$ cat src/rtl/rr_mux_arbiter.sv
// rtl/rr_mux_arbiter.sv - round-robin arbiter driving the shared 4:1 one-bit mux path
module rr_mux_arbiter #(
    parameter int MAX_HOLD = 8
) (
    input  logic       clk,
    input  logic       rst_n,
    input  logic [3:0] req,
    input  logic       done,
    input  logic       A,
    input  logic       B,
    input  logic       C,
    input  logic       D,
    output logic [3:0] grant,
    output logic       select1,
    output logic       select2,
    output logic       busy,
    output logic       q
);

    localparam int CW = $clog2(MAX_HOLD);
    localparam logic [CW-1:0] LAST = CW'(MAX_HOLD - 1);

    typedef enum logic {IDLE, GRANT} state_t;

    state_t        state;
    logic [1:0]    ptr;
    logic [CW-1:0] cnt;

    logic [1:0] owner;
    logic [3:0] data;
    logic       found;
    logic [1:0] pick;
    logic [1:0] cand;
    logic       release_now;

    // The selects double as the owner index while a grant is active.
    assign owner = {select1, select2};
    assign data  = {D, C, B, A};
    assign busy  = |grant;

    always_comb begin
        found = 1'b0;
        pick  = ptr;
        cand  = ptr;
        for (int i = 0; i < 4; i++) begin
            cand = ptr + 2'(i);
            if (!found && req[cand]) begin
                found = 1'b1;
                pick  = cand;
            end
        end
    end

    assign release_now = done || !req[owner] || (cnt == LAST);

    always_ff @(posedge clk or negedge rst_n) begin
        if (!rst_n) begin
            state   <= IDLE;
            grant   <= 4'b0000;
            select1 <= 1'b0;
            select2 <= 1'b0;
            q       <= 1'b0;
            ptr     <= 2'd0;
            cnt     <= '0;
        end else begin
            case (state)
                IDLE: begin
                    q <= 1'b0;
                    if (found) begin
                        state              <= GRANT;
                        grant              <= 4'b0001 << pick;
                        {select1, select2} <= pick;
                        ptr                <= pick + 2'd1;
                        cnt                <= '0;
                    end
                end
                GRANT: begin
                    q <= data[owner];
                    // Selects hold their value through the dead cycle that follows.
                    if (release_now) begin
                        state <= IDLE;
                        grant <= 4'b0000;
                    end else begin
                        cnt <= cnt + CW'(1);
                    end
                end
                default: state <= IDLE;
            endcase
        end
    end

endmodule

$ cat config.mk
export PLATFORM = sky130hd
export DESIGN_NAME = rr_mux_arbiter
export DESIGN_NICKNAME = d
export VERILOG_FILES = /design/src/rtl/rr_mux_arbiter.sv
export SDC_FILE = /design/constraint.sdc
export NUM_CORES = 1
export LEC_CHECK = 0
export CORE_MARGIN = 2
export CORE_UTILIZATION = 28
export CTS_CLUSTER_SIZE = 16
export DETAILED_ROUTE_END_ITERATION = 7
export SYNTH_ARGS = -nofsm -noshare
export SYNTH_HDL_FRONTEND = slang
export SYNTH_SLANG_ARGS = --single-unit
$ cat constraint.sdc
create_clock -name clk -period 1.9 [get_ports clk]
set_input_delay 0.38 -clock clk [delete_from_list [all_inputs] [get_ports clk]]
set_output_delay 0.38 -clock clk [all_outputs]
set_load 0.01 [all_outputs]
# After elaboration in Yosys (flattened, before gate mapping)
# Cells that the tools add are included.
[word_totals] reg_bits=13 input_bits=11 elab_cells=65
[classes] n_addsub=5 magnitude_cmp=5 n_eq_ne=4 n_shift=1 n_mux=29 bitwise=1 reduce_logical=13
[op_table] cell="$lt 2x3->1 const B" count=5
[op_table] cell="$bmux 1 s2" count=6
[op_table] cell="$mux 1" count=12
[op_table] cell="$mux 4" count=2
[op_table] cell="$pmux 4 s2" count=1
[op_table] cell="$mux 2" count=3
[op_table] cell="$mux 3" count=2
[op_table] cell="$pmux 3 s2" count=1
[op_table] cell="$reduce_and 2->1" count=3
[op_table] cell="$add 2x1->2 const B" count=2
[op_table] cell="$add 2x2->2 const B" count=2
[op_table] cell="$logic_not 1->1" count=4
[op_table] cell="$ne 2x2->1 const B" count=2
[op_table] cell="$pmux 1 s2" count=2
[op_table] cell="$reduce_or 4->1" count=1
[op_table] cell="$shl 1x2->4 const A" count=1
[op_table] cell="$add 3x1->3 const B" count=1
[op_table] cell="$eq 3x3->1 const B" count=1
[op_table] cell="$logic_and 1x1->1" count=3
[op_table] cell="$logic_or 1x1->1" count=2
[op_table] cell="$ne 2x1->1 const B" count=1
[op_table] cell="$not 1->1" count=1

# Logic depth before layout (Yosys ltp)
[logic_depth] depth_word=15 ltp_mapped=6

# Least setup slack after synthesis
# Ideal clock, no wire load.
[synth_timing] kind="register to register" startpoint="reg ptr[1]" endpoint="reg ptr[1]" setup_ps=125 t_arrival_ps=1573 required_ps=1775 setup_slack_ps=202 path_stages_with_launch=6 n_path_buf=0 period_less_slack_ps=1698 cell_sequence="dfrtp_1 -> or3_2 -> nand4b_1 -> nand2_1 -> ha_1 -> mux2_2"
[synth_between] elab_chain_cells=13 elab_cells_between_ends=26 cone_classes="add/sub: 4; mux: 15; reduce/logical: 7"
[synth_lines] item="start, declared" line="26" source="logic [1:0] ptr;"
[synth_lines] item="start signal, assigned" line="73" source="ptr <= pick + 2'd1;"
[synth_lines] item="branches (longest 11 deep; another with $add 2x1->2)"
[synth_lines] item="$mux 2 *" line="47" source="if (!found && req[cand]) begin"
[synth_lines] item="net pick[1]" line="32" source="logic [1:0] pick;"
[synth_lines] item="$add 2x1->2 *" line="73"
# Mark *: on every way through the listed nets, which the timed path passes. The select of a mux whose other input is x is not followed.
# A chain may end at the register's enable or synchronous reset.

# Worst setup path in the final report
[layout_timing] startpoint="reg grant[0]" endpoint="out busy"
[layout_between] elab_chain_cells=1
[layout_lines] item="start, declared" line="13" source="output logic [3:0] grant,"
[layout_lines] item="start signal, assigned" line="71" source="grant <= 4'b0001 << pick;"
[layout_lines] item="$reduce_or 4->1" line="39" source="assign busy = |grant;"
[layout_lines] item="end, declared" line="16" source="output logic busy,"
# Every way passes these cells.

==> metrics.txt <==
CTS tree built; # rows 19; max cap viols 0; Mapped Nets 87; clk sinks 13; Max Clock Freq 544 MHz; Root Driver clkbuf_4; DR pass1 iterations 6; status finished, final reports clean; placed instance area 1090 sq um; Max rail drop VDD around 0.61 mV; crit path DAT 1.46 ns; final hold violation count 0; Pwr Density 1290 nW/um^2; Final Skew 0.000404 ns; total global-route track usage 0.122; area of the multi-input gates ~480 sq um; H-tree Lvls 1; largest family of logic cells by synthesized area simple AND/OR/NAND/NOR gates; Slew HR 0.593; most common cell in the netlist dfrtp_1; top cells by area, synth dfrtp_1, ha_1, mux2i_1; share of layout cells above drive strength 1 0.265; post-DR vias/cell approximately 5.0; vias in the first global route approximately 660; largest net degree at the start of global routing 16; Synth Area in Simple Gates 0.161; clock slew at reported path FFs 0.08 ns; WP data required ~1.5 ns; post-route cell area 1150 sq um; fin util 0.421; maximum root-to-sink buffer count 2; Antenna Cells 0; final setup TNS 0 ns; initial antenna violation count 0; R2R Path Start ptr[1]; Synth cell types 32; R2R Setup Slk 0.15 ns; wire length on met2 884 microns; Top Metal Used met4; reg2reg end ptr[1]; Tmin final 1.84 ns; Final setup viols 0; Horiz. Die Dim 57.5 microns; GR Overflow Total 0; reg2reg path depth 5; top cells by count, synth dfrtp_1, mux2i_1, ha_1, o21ai_0, o2bb2ai_1; WL/cell 13.6 microns; worst-path fanout max 3; CTS Buf Count 3; Post-Synthesis Cells 70; startpoint types register; hold slack 0.480 ns; share of the yosys chip area belonging to registers 0.406; Primary FF master, synth dfrtp_1; number of synthesized flops with an enable pin 0; Avg Cell Area, Syn 11.4 sq um; critical path class register to primary output; Lkg Pwr slightly above 0.5 nW; DP HPWL 1.33 mm; fin crit share 0.968; drt first-iter violations 10; Initial Util 0.293; nature of the critical path endpoint primary output; Least-Margin Pin Slew 0.609 ns; mux cell area share after synthesis 0.158; # IOs 19; Port Buffer Count 18; leading area contributor after synthesis dfrtp_1; via count 669; WL met1 825 microns; clock insertion delay at the later pin of the skew report 0.27 ns; Core Box Area 2730 sq um; area grow syn2layout 43.6%; die area 3300 sq um; Final ANT Viol Nets 0; post-synthesis xor/xnor area fraction 0; compound-gate portion of the synthesized area 0.158; fin. max-slew vios 0; # fillers 264; Layout Nets 120; routability cong. about 0.84; number of warnings issued by yosys 0; metal3 WL 67 microns; Post-synth ARST share 1.00; die height 57.5 microns; Reg area 325 sq um; post-route DRC violation count 0; total routed wirelength between 1.5 and 2 mm; first-pass GRT wire length 3.01 mm; Hold Crit Class primary input to asynchronous set/reset pin; Synth Area in Adders 0.0938; synthesized area 801 sq um; number of synthesized register bits 13; Synth top area share 0.406
-- flip-flops by register name, indices dropped and copies added (netlist names) --
signal	count
grant	4
state	1
select1	1
select2	1
cnt	3
ptr	2
q	1
-- cell type report --
class,instances,share of cell area
multi-input cells,53,0.413
flip-flops and latches,13,0.283
repair buffers,30,0.240
well taps,31,0.0337
clock buffers,4,0.0229
inverters,2,0.00653
-- what timing repair did --
| item | 4_1_cts | 5_1_grt |
|---|---|---|
| hold buffers | 0 | 0 |
| endpoints found under the hold margin | 0 | 0 |
| gates resized for setup | 1 | 7 |
| setup buffers | 0 | 1 |
| endpoints found under the setup margin | 1 | 5 |
| pin swaps | 0 | 2 |
-- cell families after synthesis --
group / count (synthesis)
fa+ha+maj: 6
flops: 13
compound gates: 18
buf+inv: 4
mux: 10
simple gates: 19
-- critical path: stages, from the launching register on --
cell and delay, ns:
dfrtp_1 0.40, or4_1 0.49, dlygate4sd2_1 0.29
-- power breakdown --
group	leakage [nW]	internal [W]	total (W)	switching (W)
Clock	0.0150	0.0000814	0.000177	0.0000953
Sequential	0.165	0.000392	0.000523	0.000131
Combinational	0.339	0.000466	0.000786	0.000320
-- layer usage --
metal / vias up / GRT usage
li1: 328 / -
met1: 324 / 0.150
met2: 13 / 0.195
met3: 4 / 0.0204
met4: 0 / 0.0797
met5: - / 0
-- stage by stage --
stage	power (W)	cells	worst slack [ns]
2_1_floorplan	0.000919	70	0.202
3_3_place_gp	0.00129	128	-0.260
3_5_place_dp	0.00131	128	-0.289
4_1_cts	0.00147	132	0.00791
5_1_grt	0.00159	133	-0.000310
6_report	0.00149	133	0.0609
-- cells in the final DEF, fill, tap and decap left out, drive strengths merged, types with 2 or more instances in the layout --
cell,instances
and2,2
or3,2
nand2b,2
nor2b,2
clkdlybuf4s50,14
o21ai,6
inv,2
clkbuf,4
o2bb2ai,4
nor2,3
mux4,2
buf,12
mux2i,7
dfrtp,13
dlymetal6s2s,3
ha,6
-- how the worst max path moves through the flow --
stage | startpoint | endpoint | slack (ns)
after floorplan | ptr[1] | ptr[1] | 0.20
after global placement | req[2] | grant[2] | -0.26
after detailed placement | req[3] | ptr[1] | -0.29
after CTS | req[3] | ptr[1] | 0.008
after global routing | grant[0] | busy | -0.0003
final | grant[0] | busy | 0.06
Note: power is estimated with default switching activity, not from simulation.
